<file path="src/rtl/nn_pkg.sv">
`default_nettype none
// +----------------------------------------------------------------------------+
// | Package     : nn_pkg                                                       |
// | Description : Shared constants and FSM state encoding for the on-chip MLP  |
// |               blocks (hidden layer, output neuron, loss and backprop).     |
// | Revision    : 1.0 - initial release                                        |
// +----------------------------------------------------------------------------+
package nn_pkg;

  // Network geometry
  localparam int N_IN  = 4;            // input features per hidden neuron
  localparam int N_HID = 8;            // hidden neurons

  // Number formats
  localparam int XW    = 8;            // feature width, unsigned integer
  localparam int WW    = 8;            // weight width, unsigned 1.7
  localparam int HW    = 10;           // activation width, saturating
  localparam int FRAC  = 7;            // weight fractional bits
  localparam int PW    = XW + WW;      // product width
  localparam int ACCW  = 18;           // accumulator width (4*255*255 fits)
  localparam int SHW   = ACCW - FRAC;  // width after dropping fraction bits

  // Derived sizes
  localparam int N_W   = N_IN * N_HID;
  localparam int NW_AW = $clog2(N_W);
  localparam int NI_AW = $clog2(N_IN);
  localparam int NH_AW = $clog2(N_HID);

  // Largest representable activation
  localparam logic [HW-1:0] HW_MAX = 10'd1023;

  // Sequencer states, shared with loss_calc and future backprop blocks
  typedef enum logic [1:0] {
    ST_IDLE   = 2'd0,
    ST_MAC    = 2'd1,
    ST_COMMIT = 2'd2
  } nn_state_t;

endpackage : nn_pkg
`default_nettype wire

</file>
<file path="src/rtl/mac_sat_unit.sv">
`default_nettype none
// +----------------------------------------------------------------------------+
// | Module      : mac_sat_unit                                                 |
// | Description : Combinational multiply-accumulate step with fixed-point      |
// |               rescale and saturation to the activation range.             |
// | Ports       : i_acc      - running accumulator (ACCW bits)                 |
// |               i_x        - feature operand, unsigned integer               |
// |               i_w        - weight operand, unsigned 1.7                    |
// |               o_acc_next - i_acc + i_x*i_w                                 |
// |               o_sat      - min(o_acc_next >> FRAC, HW_MAX)                 |
// | Revision    : 1.0 - initial release                                        |
// +----------------------------------------------------------------------------+
module mac_sat_unit
  import nn_pkg::*;
(
  input  logic [ACCW-1:0] i_acc,
  input  logic [XW-1:0]   i_x,
  input  logic [WW-1:0]   i_w,
  output logic [ACCW-1:0] o_acc_next,
  output logic [HW-1:0]   o_sat
);

  logic [PW-1:0]  w_prod;
  logic [SHW-1:0] w_shift;

  // Both operands are unsigned; the 16-bit context zero-extends them.
  assign w_prod     = i_x * i_w;
  assign o_acc_next = i_acc + {{(ACCW-PW){1'b0}}, w_prod};

  // Dropping the fraction bits truncates toward zero (no rounding).
  assign w_shift    = o_acc_next[ACCW-1:FRAC];
  assign o_sat      = (w_shift > {1'b0, HW_MAX}) ? HW_MAX : w_shift[HW-1:0];

endmodule : mac_sat_unit
`default_nettype wire

</file>
<file path="src/rtl/hidden_layer_seq.sv">
`default_nettype none
// +----------------------------------------------------------------------------+
// | Module      : hidden_layer_seq                                             |
// | Description : Sequential MLP hidden layer. Computes 8 activations from 4   |
// |               features with one shared 8x8 multiplier, one product per     |
// |               cycle, and commits all results to h_o at once.              |
// | Ports       : clk_i     - clock                                            |
// |               rst_i     - asynchronous active-low reset                    |
// |               wr_en_i   - weight write strobe (honoured only when idle)    |
// |               wr_addr_i - weight index = neuron*N_IN + input              |
// |               wr_data_i - weight value, unsigned 1.7                      |
// |               x_i       - packed features, x[i] = x_i[8i+7:8i]            |
// |               start_i   - start one forward pass                          |
// |               busy_o    - pass in progress (MAC and COMMIT)               |
// |               done_o    - one-cycle pulse when h_o is updated             |
// |               h_o       - packed activations, h[n] = h_o[10n+9:10n]       |
// | Revision    : 1.0 - initial release                                        |
// +----------------------------------------------------------------------------+
module hidden_layer_seq
  import nn_pkg::*;
(
  input  logic                  clk_i,
  input  logic                  rst_i,
  input  logic                  wr_en_i,
  input  logic [NW_AW-1:0]      wr_addr_i,
  input  logic [WW-1:0]         wr_data_i,
  input  logic [N_IN*XW-1:0]    x_i,
  input  logic                  start_i,
  output logic                  busy_o,
  output logic                  done_o,
  output logic [N_HID*HW-1:0]   h_o
);

  nn_state_t        r_state;
  nn_state_t        w_state_nxt;

  logic [XW-1:0]    r_x      [N_IN];
  logic [WW-1:0]    r_w      [N_W];
  logic [HW-1:0]    r_shadow [N_HID];
  logic [HW-1:0]    r_h      [N_HID];
  logic [ACCW-1:0]  r_acc;
  logic [NH_AW-1:0] r_n;
  logic [NI_AW-1:0] r_i;
  logic             r_done;

  logic [ACCW-1:0]  w_acc_next;
  logic [HW-1:0]    w_sat;
  logic [NW_AW-1:0] w_widx;
  logic             w_last_in;
  logic             w_last_neu;

  // Weight layout is neuron-major, so the index is just {n, i}.
  assign w_widx     = {r_n, r_i};
  assign w_last_in  = (r_i == NI_AW'(N_IN - 1));
  assign w_last_neu = (r_n == NH_AW'(N_HID - 1));

  mac_sat_unit u_mac (
    .i_acc      (r_acc),
    .i_x        (r_x[r_i]),
    .i_w        (r_w[w_widx]),
    .o_acc_next (w_acc_next),
    .o_sat      (w_sat)
  );

  // ---------------------------------------------------------------------------
  // Sequencer
  // ---------------------------------------------------------------------------
  always_ff @(posedge clk_i or negedge rst_i) begin
    if (!rst_i) begin
      r_state <= ST_IDLE;
    end else begin
      r_state <= w_state_nxt;
    end
  end

  always_comb begin
    w_state_nxt = r_state;
    case (r_state)
      ST_IDLE: begin
        if (start_i) begin
          w_state_nxt = ST_MAC;
        end
      end
      ST_MAC: begin
        if (w_last_in && w_last_neu) begin
          w_state_nxt = ST_COMMIT;
        end
      end
      ST_COMMIT: begin
        w_state_nxt = ST_IDLE;
      end
      default: begin
        w_state_nxt = ST_IDLE;
      end
    endcase
  end

  // ---------------------------------------------------------------------------
  // Datapath: weight file, feature latch, accumulator, shadow and output regs
  // ---------------------------------------------------------------------------
  always_ff @(posedge clk_i or negedge rst_i) begin
    if (!rst_i) begin
      for (int k = 0; k < N_W; k++) begin
        r_w[k] <= '0;
      end
      for (int k = 0; k < N_IN; k++) begin
        r_x[k] <= '0;
      end
      for (int k = 0; k < N_HID; k++) begin
        r_shadow[k] <= '0;
        r_h[k]      <= '0;
      end
      r_acc  <= '0;
      r_n    <= '0;
      r_i    <= '0;
      r_done <= 1'b0;
    end else begin
      r_done <= 1'b0;
      case (r_state)
        ST_IDLE: begin
          // A start on the same edge as a write takes priority; the write
          // is discarded so the pass sees a stable weight set.
          if (start_i) begin
            for (int k = 0; k < N_IN; k++) begin
              r_x[k] <= x_i[k*XW +: XW];
            end
            r_acc <= '0;
            r_n   <= '0;
            r_i   <= '0;
          end else if (wr_en_i) begin
            r_w[wr_addr_i] <= wr_data_i;
          end
        end
        ST_MAC: begin
          if (w_last_in) begin
            r_shadow[r_n] <= w_sat;
            r_acc         <= '0;
            r_i           <= '0;
            r_n           <= r_n + 1'b1;
          end else begin
            r_acc <= w_acc_next;
            r_i   <= r_i + 1'b1;
          end
        end
        ST_COMMIT: begin
          // All activations move together so downstream never sees a mix
          // of old and new results.
          for (int k = 0; k < N_HID; k++) begin
            r_h[k] <= r_shadow[k];
          end
          r_done <= 1'b1;
        end
        default: begin
          r_done <= 1'b0;
        end
      endcase
    end
  end

  assign busy_o = (r_state != ST_IDLE);
  assign done_o = r_done;

  for (genvar g = 0; g < N_HID; g++) begin : g_pack
    assign h_o[g*HW +: HW] = r_h[g];
  end

endmodule : hidden_layer_seq
`default_nettype wire
</file>
<file path="config.mk">
export PLATFORM = sky130hd
export DESIGN_NAME = hidden_layer_seq
export DESIGN_NICKNAME = d
export VERILOG_FILES = /design/src/rtl/nn_pkg.sv /design/src/rtl/mac_sat_unit.sv /design/src/rtl/hidden_layer_seq.sv
export SDC_FILE = /design/constraint.sdc
export NUM_CORES = 1
export LEC_CHECK = 0
export CORE_MARGIN = 4
export CORE_UTILIZATION = 25
export CTS_CLUSTER_SIZE = 20
export DETAILED_ROUTE_END_ITERATION = 10
export PLACE_DENSITY_LB_ADDON = 0.25
export SETUP_SLACK_MARGIN = 0.3
export SLEW_MARGIN = 10
export SYNTH_ARGS = -nofsm -noshare
export SYNTH_HDL_FRONTEND = slang
export SYNTH_HIERARCHICAL = 1
export SYNTH_SLANG_ARGS = --single-unit
export TNS_END_PERCENT = 10
</file>
<file path="constraint.sdc">
create_clock -name clk_i -period 7.9 [get_ports clk_i]
set_input_delay 1.58 -clock clk_i [delete_from_list [all_inputs] [get_ports clk_i]]
set_output_delay 1.58 -clock clk_i [all_outputs]
set_load 0.005 [all_outputs]
</file>
==> results of run 1 <==
-- metrics by stage --
step	power, mW	util
5_1_grt	7.420	0.3003
6_report	7.048	0.3003
4_1_cts	7.177	0.3002
2_1_floorplan	4.056	-
3_3_place_gp	4.612	0.2812
3_5_place_dp	4.653	0.2813
-- worst max-delay path: stages, from the launching register on --
cell and delay [ns]:
dfrtp_4 0.61, buf_12 0.32, mux2i_1 0.47, o22ai_1 0.15
nor4_1 0.41, buf_4 0.20, nand2_1 0.19, and2_1 0.25
fa_1 0.45, fa_1 0.43, fa_1 0.51, inv_1 0.05
fa_1 0.47, inv_1 0.04, ha_1 0.41, a21oi_1 0.11
o21ai_0 0.38, o31ai_1 0.18, a21oi_1 0.54, o22ai_1 0.47
mux2_2 0.40
-- cells in the mapped netlist (all sizes together), types with 3 or more instances --
cell	number	area [µm²]
dfrtp	474	11860
mux2	370	4166
nand2	309	1220
mux2i	128	1281
inv	108	405.4
clkbuf	75	281.5
o22ai	67	419.2
fa	50	1001
ha	43	538.0
and2	39	244.0
a22o	23	201.4
buf	22	105.1
nor4	17	106.4
o21ai	17	88.84
nor2	13	48.80
a21oi	12	60.06
nor3	11	121.4
nor2b	9	56.30
mux4	8	180.2
nor3b	7	52.55
nand4bb	6	67.56
o21a	6	45.04
nand3	5	25.02
nand3b	5	37.54
or4b	5	53.80
xnor2	5	43.79
nand4	4	25.02
nand4b	4	35.03
or3	4	35.03
a31oi	3	18.77
and3	3	18.77
or2	3	18.77
-- power by group through the flow --
stage | clock [mW] | sequential (mW) | combinational [mW]
finish | 2.47 | 2.93 | 1.65
global route | 2.65 | 2.97 | 1.81
CTS | 2.56 | 2.93 | 1.69
detailed placement | 0 | 2.97 | 1.68
global placement | 0 | 2.96 | 1.65
floorplan | 0 | 2.86 | 1.20
-- repair_timing --
item | 4_1_cts | 5_1_grt
endpoints found under the setup margin | 0 | 12
hold buffers | 0 | 0
gates resized for setup | 0 | 1
-- kinds of logic after synthesis --
| kind of cell | after synthesis | synth area share |
|---|---|---|
| flops | 474 | 0.5131 |
| fa+ha+maj | 93 | 0.06657 |
| buf+inv | 205 | 0.03426 |
| simple gates | 452 | 0.09780 |
| xor+xnor | 6 | 0.002273 |
| mux | 506 | 0.2434 |
| compound gates | 145 | 0.04259 |
-- routing by layer --
| layer | track usage | up-vias | wire, µm |
|---|---|---|---|
| met3 | 0.01830 | 91 | 2229 |
| li1 | - | 6750 | - |
| met5 | 0 | - | 0 |
| met4 | 0.03225 | 0 | 1392 |
| met2 | 0.2199 | 276 | 30570 |
| met1 | 0.1721 | 7705 | 28820 |
-- state kept, by name (all words and copies together) (netlist names) --
register,flops
r_w,256
h_o,80
r_shadow,80
r_x,32
r_acc,18
r_n,3
r_i,2
r_state,2
done_o,1
-- worst max-delay path by stage --
stage | startpoint | end | depth (start not counted)
4_1_cts | r_i[1] | r_shadow[42] | 20
3_3_place_gp | r_i[1] | r_shadow[2] | 20
3_5_place_dp | r_i[1] | r_shadow[62] | 20
5_1_grt | r_i[1] | r_shadow[75] | 20
2_1_floorplan | r_i[0] | r_shadow[19] | 21
6_report | r_i[1] | r_shadow[75] | 20
-- cell type report --
class | count | area share
clock inverter | 16 | 0.005909
multi-input combinational | 1202 | 0.3813
timing repair buffer | 158 | 0.05595
inverter | 108 | 0.01473
clock buffer | 78 | 0.05714
tap | 1186 | 0.05391
sequential | 474 | 0.4310
==> flow_summary.ini, run 1 <==
[drt]
viasPerCell = 4.600
firstDrtPassIters = 5
drt_iter0_drc = 729
postRouteAntennaNets = 0
route.detailed.drc = 0
wirelength_um = 63010
vias = 14822
wl_per_cell_um = 19.56

[cts]
cts_root_buf = clkbuf_16
cts_inserted_buffers = 54
cts.clk_slew.worst_paths_ns = 0.06
cts_tree = yes
clock-sinks = 474
h-tree-depth = 2
postCtsSetupBuffers = 0
cts_buffer_depth = 3
clock_latency_ns = 0.61

[worst_setup_path]
timing.rr.start = r_i[1]
critPathLaunchType = register
crit_type = reg -> reg
cp-end-kind = register
rr_worst_depth = 20
cp.arrival_ns = 7.72
cp.required_ns = 8.38
reg2reg_slack_ns = 0.66
crit_fanout = 40
r2r_end = r_shadow[75]

[pwr]
ir_drop_mv = 0.1334
power.switching_mw = 2.177
pwr-share-comb = 0.234
p_leak_nw = 13.47
intPower_mw = 4.871
swShare = 0.3089
power_density_mw_per_mm2 = 256.0
power_frac_seq = 0.415
clkPwrFrac = 0.351

[place]
dpl_cell_area_mm2 = 0.02578
hpwl_um = 43360
post-place-ws_ns = 0.6432
portBuffers = 130
dp_cells = 3128
gp_congestion = 0.8344

[floorplan]
fp.dieH_um = 312.1
dieArea_mm2 = 0.09740
die_x_um = 312.1
row_count = 111
start_util = 0.2522
io_pins = 131
design.core.area_mm2 = 0.09166

[synthesis]
syn_avg_cell_area_um2 = 12.29
seq_area_frac_synth = 0.5131
synth_seq_cells = 474
synth-edff-count = 0
syn_nets = 2023
yosysUniqueCellTypes = 64
netlist_instances = 1881
syn_area_mm2 = 0.02312
synth_flop_cell = dfrtp_1
async_flop_share = 1.000
yosysWarnings = 6

[sta]
drv_slew = 0
min_period_over_period = 0.9161
finalHoldViolations = 0
postLayoutSetupSlackWorst_ns = 0.6628
hold_slack_ns = 0.4599
slew_headroom = 0.2445
skew_ns = 0.03017
period_needed_ns = 7.237
grt_setup_unrepaired = yes
fmax_mhz = 138.2
setup_tns_ns = 0
setup_violations = 0
tightestPinTransition_ns = 1.129

[hold_path]
whs_path_depth = 2
hold_end = h_o[31]
min_from = r_shadow[41]
min_path_type = reg -> reg

[global_routing]
overflow = 0
grt_pass1_wl_um = 98510
grt_pass1_vias = 15884
antenna_found_initial = 1
track_usage = 0.1287
grt_start_max_net_pins = 153

[finish]
fin_area_mm2 = 0.02753
finalNetCount = 2140
drive_gt1_frac = 0.2613
mostFrequentLayoutCells = 473 x dfrtp_1, 352 x mux2_2, 285 x nand2_1
n_antenna_cell = 0
seq_area_mm2 = 0.01187
multi_input_area_mm2 = 0.01050
final_common_cell = dfrtp_1
n_fill_cell = 9341
syn_to_final_growth_pct = 19.07
final_cells = 3222

[run_status]
status = finished, final reports clean

[flow_run]
maxCapViolations = 0
Note: power is estimated with default switching activity, not from simulation.
==> run 2, diff against run 1 <==
--- a/config.mk
+++ b/config.mk
@@ -14,6 +14,5 @@
 export SLEW_MARGIN = 10
 export SYNTH_ARGS = -nofsm -noshare
 export SYNTH_HDL_FRONTEND = slang
-export SYNTH_HIERARCHICAL = 1
 export SYNTH_SLANG_ARGS = --single-unit
 export TNS_END_PERCENT = 10
==> flow_summary.ini, run 2 <==
[synthesis]
yosysUniqueCellTypes = 55
synth_top_area_frac = 0.5191
yosysWarnings = 0
syn_area_mm2 = 0.02285
synth-edff-count = 0
synth_seq_cells = 474
synth_top_cells_by_count = 474 x dfrtp_1, 334 x mux2_2, 314 x nand2_1, 92 x inv_1, 79 x mux4_2
async_flop_share = 1.000
seq_area_frac_synth = 0.5191
syn_nets = 1932
syn_avg_cell_area_um2 = 12.77
netlist_instances = 1790
yosysTopAreaCell = dfrtp_1
synth_flop_cell = dfrtp_1
synthTopCellsByArea = dfrtp_1 52%, mux2_2 16%, mux4_2 7.8%
synth_most_common_cell = dfrtp_1

[drt]
route.detailed.drc = 0
postRouteAntennaNets = 0
viasPerCell = 4.507
firstDrtPassIters = 5
vias = 14197
wirelength_um = 60670
wl_per_cell_um = 19.26
drt_iter0_drc = 735

[floorplan]
design.core.area_mm2 = 0.09029
start_util = 0.2531
io_pins = 131
die_x_um = 310.3
fp.dieH_um = 310.3
row_count = 110
dieArea_mm2 = 0.09631

[global_routing]
antenna_found_initial = 3
grt_start_max_net_pins = 183
overflow = 0
grt_pass1_wl_um = 95170
grt_pass1_vias = 15438
track_usage = 0.1273

[cts]
cts_inserted_buffers = 54
clock-sinks = 474
cts_root_buf = clkbuf_16
cts.clk_slew.worst_paths_ns = 0.06
cts_hold_buf = 0
cts_buffer_depth = 3
clock_latency_ns = 0.61
cts_tree = yes
h-tree-depth = 2

[pwr]
power_frac_seq = 0.398
power_mw = 7.528
intPower_mw = 5.197
pwr-share-comb = 0.242
power.switching_mw = 2.331
p_leak_nw = 13.18
power_density_mw_per_mm2 = 272.8
swShare = 0.3096
ir_drop_mv = 0.1458
clkPwrFrac = 0.360

[worst_setup_path]
timing.rr.start = r_i[1]
crit_type = reg -> reg
cp-end-kind = register
cp.arrival_ns = 7.45
cp.required_ns = 8.37
crit_fanout = 27
crit_start = r_i[1]
critPathLaunchType = register

[sta]
fmax_mhz = 143.3
drv_slew = 0
postLayoutSetupSlackWorst_ns = 0.9211
min_period_over_period = 0.8834
hold_slack_ns = 0.4684
setup_tns_ns = 0
slew_headroom = 0.1876
period_needed_ns = 6.979
skew_ns = 0.02266
setup_violations = 0
tightestPinTransition_ns = 1.214
grt_setup_unrepaired = no
finalHoldViolations = 0

[hold_path]
min_path_type = reg -> reg
min_from = r_shadow[76]

[place]
dpl_cell_area_mm2 = 0.02558
gp_congestion = 0.7948
hpwl_um = 41590
dp_cells = 3042
portBuffers = 130
post-place-ws_ns = 0.4482

[finish]
mostFrequentLayoutCells = 472 x dfrtp_1, 334 x mux2_2, 314 x nand2_1
fin_area_mm2 = 0.02759
largest_register = r_w
finalNetCount = 2068
syn_to_final_growth_pct = 20.74
drive_gt1_frac = 0.2946
final_core_util = 0.3056
final_cells = 3150
largest_reg_flops = 256
final_common_cell = dfrtp_1

[flow_run]
maxCapViolations = 0

[run_status]
status = finished, final reports clean
run 2: final cells by class:
class,count,area (µm²)
diodes,2,5.005
clock buffers,78,1614
inverters,94,352.8
clock inverters,24,340.3
well taps,1176,1471
repair buffers,176,1714
flip-flops and latches,474,11870
fillers,9096,62700
multi-input cells,1126,10220
run 2: worst paths after layout:
path	to	slack [ns]	cells past startpoint
max	r_shadow[1]	0.92	20
min	h_o[6]	0.47	2
max reg2reg	r_shadow[1]	0.92	20
min reg2reg	h_o[6]	0.47	2
max in group asynchronous	r_w[70]	5.46	2
min in group asynchronous	h_o[16]	0.95	1
run 2: repair_timing:
action,CTS,global route
buffers inserted,0,4
endpoints found under the setup margin,0,71
resized for setup,0,0
run 2: power groups by stage:
stage          Clock (mW)  Combinational, mW  Sequential [mW]
3_5_place_dp            0               1.79             3.09
3_3_place_gp            0               1.76             3.08
6_report             2.71               1.82             3.00
5_1_grt              2.90               2.03             3.04
2_1_floorplan           0               1.27             2.91
4_1_cts              2.78               1.80             3.04
run 2: cell families after synthesis:
kind of cell               synth area share
adders and majority gates           0.06735
muxes                                0.2538
and+or+nand+nor                     0.08864
xor gates and xnor gates           0.004599
DFF                                  0.5191
AOI/OAI and AO/OA                   0.03274
buffers and inverters               0.03384
run 2: layer usage:
| metal | track usage | wire length, µm | up-vias |
|---|---|---|---|
| li1 | - | - | 6470 |
| met1 | 0.1706 | 27590 | 7405 |
| met2 | 0.2143 | 29270 | 231 |
| met3 | 0.02396 | 2398 | 87 |
| met4 | 0.03002 | 1384 | 4 |
| met5 | 0 | 27 | - |
run 2: critical path, stage by stage, from the launching register on:
cell and delay (ns):
dfrtp_4 0.64, buf_4 0.32, mux4_2 0.40, mux4_2 0.58, mux2i_4 0.29, nand2b_1 0.17, fa_1 0.45, fa_1 0.55
inv_1 0.05, fa_1 0.53, inv_1 0.06, fa_1 0.53, inv_1 0.04, ha_1 0.36, nand4b_1 0.19, a2111oi_2 0.57
or2_1 0.19, o2111a_1 0.20, buf_4 0.20, buf_4 0.31, a31oi_1 0.14
==> run 3, diff against run 2 <==
==> constraint.sdc (replaced) <==
create_clock -name clk_i -period 6.7 [get_ports clk_i]
set_input_delay 1.34 -clock clk_i [delete_from_list [all_inputs] [get_ports clk_i]]
set_output_delay 1.34 -clock clk_i [all_outputs]
set_load 0.005 [all_outputs]
==> flow_summary.ini, run 3 (synthesized netlist as in run 2, its figures left out) <==
[run_status]
status = finished, final reports clean

[drt]
route.detailed.drc = 0
vias = 14469
wl_per_cell_um = 18.83
postRouteAntennaNets = 0
viasPerCell = 4.495
drt_iter0_drc = 738
firstDrtPassIters = 4
wirelength_um = 60630

[worst_setup_path]
timing.rr.start = r_i[0]
rr_worst_depth = 23
crit_type = reg -> reg
crit_start = r_i[0]
crit_fanout = 8
r2r_end = r_shadow[58]
reg2reg_slack_ns = 0.19
crit_end = r_shadow[58]
cp.arrival_ns = 7.02
cp-end-kind = register
cp.required_ns = 7.21
critPathLaunchType = register

[sta]
min_period_over_period = 0.9716
grt_setup_unrepaired = yes
period_needed_ns = 6.510
fmax_mhz = 153.6
tightestPinTransition_ns = 1.197
setup_violations = 0
slew_headroom = 0.1993
drv_slew = 0
finalHoldViolations = 0
skew_ns = 0.03930
setup_tns_ns = 0

[floorplan]
design.core.area_mm2 = 0.09029
dieArea_mm2 = 0.09631
die_x_um = 310.3
start_util = 0.2531
row_count = 110
io_pins = 131
fp.dieH_um = 310.3

[global_routing]
track_usage = 0.1281
grt_pass1_wl_um = 96430
grt_start_max_net_pins = 132
antenna_found_initial = 0
overflow = 0
grt_pass1_vias = 15721

[pwr]
power_density_mw_per_mm2 = 323.2
ir_drop_mv = 0.1869
power_mw = 9.232
p_leak_nw = 13.59

[cts]
clock-sinks = 474
clock_latency_ns = 0.63
h-tree-depth = 2
cts.clk_slew.worst_paths_ns = 0.06
cts_tree = yes
cts_buffer_depth = 3
cts_root_buf = clkbuf_16
cts_inserted_buffers = 54

[finish]
largest_reg_flops = 256
n_fill_cell = 9006
seq_area_mm2 = 0.01187
multi_input_area_mm2 = 0.01053
final_common_cell = dfrtp_1
mostFrequentLayoutCells = 472 x dfrtp_1, 326 x mux2_2, 306 x nand2_1
finalNetCount = 2141
largest_register = r_w
n_antenna_cell = 0
drive_gt1_frac = 0.3441
syn_to_final_growth_pct = 25.01

[place]
hpwl_um = 41670
gp_congestion = 0.7989
portBuffers = 130

[hold_path]
min_path_type = reg -> reg

[flow_run]
maxCapViolations = 0
[run 3: cell types whose count changed in the layout (fill, tap and decap cells not counted), moves of 9 or more]
cell and change:
buf_12 +11, buf_4 +51, ha_1 -9, inv_1 -10, inv_2 +10
[run 3: repair_timing]
item | CTS | global route
hold buffers | 0 | 0
gates resized for setup | 53 | 30
endpoints found under the setup margin | 87 | 88
cloned | 1 | 0
setup buffers | 19 | 18
pin swaps | 31 | 18
[run 3: worst min-delay path by stage]
stage / from / endpoint / slack [ns] / cells past startpoint
2_1_floorplan: r_shadow[70] / h_o[0] / 0.43 / 2
3_3_place_gp: r_shadow[14] / h_o[64] / 0.45 / 2
3_5_place_dp: r_shadow[4] / h_o[74] / 0.45 / 2
4_1_cts: r_shadow[14] / h_o[64] / 0.47 / 2
5_1_grt: r_shadow[15] / h_o[65] / 0.49 / 2
6_report: r_shadow[14] / h_o[64] / 0.46 / 2
[run 3: per-layer routing]
metal  vias to the layer above  track usage  share of wire
met4                         0      0.02861          0.020
met1                      7558       0.1749           0.46
li1                       6608            -              -
met2                       234       0.2133           0.48
met5                         -            0              0
met3                        69      0.02307          0.039
[run 3: worst max-delay path, stage by stage, from the launching register on]
cell,delay [ns]
dfrtp_4,0.50
buf_12,0.16
buf_8,0.13
buf_16,0.14
mux4_2,0.45
mux4_2,0.58
mux2i_4,0.23
nand2b_4,0.17
fa_1,0.41
fa_1,0.51
inv_2,0.05
fa_1,0.51
inv_2,0.04
fa_1,0.52
inv_2,0.05
ha_4,0.26
nand4b_1,0.20
a2111oi_4,0.43
buf_4,0.18
buf_6,0.09
o31a_1,0.17
o21a_1,0.20
o21ai_4,0.12
mux2_4,0.28
[run 3: final cells by class]
type / count / area share
Timing Repair Buffer: 249 / 0.08694
Sequential cell: 474 / 0.4155
Clock inverter: 26 / 0.01196
Inverter: 94 / 0.01235
Tap cell: 1176 / 0.05151
Multi-Input combinational cell: 1126 / 0.3687
Clock buffer: 74 / 0.05308
[run 3: power breakdown]
part           leakage [nW]  internal, mW  switching [mW]
Clock                 0.904          1.82            1.26
Sequential             6.49          3.24           0.246
Combinational          6.19          1.28            1.38
Total                  13.6          6.35            2.89
[run 3: per-stage QoR]
stage                     area [µm²]  utilization  hold slack, ns  std cells  worst slack, ns
final                          28570       0.3164          0.4650       3219           0.1900
after floorplan                22850            -          0.4331       1790           0.4049
after global placement         25980       0.2878          0.4488       3081          -0.1060
after CTS                      28310       0.3136          0.4673       3201           0.2606
after global routing           28570       0.3164          0.4887       3219          0.01430
after detailed placement       25980       0.2877          0.4546       3081          -0.1568
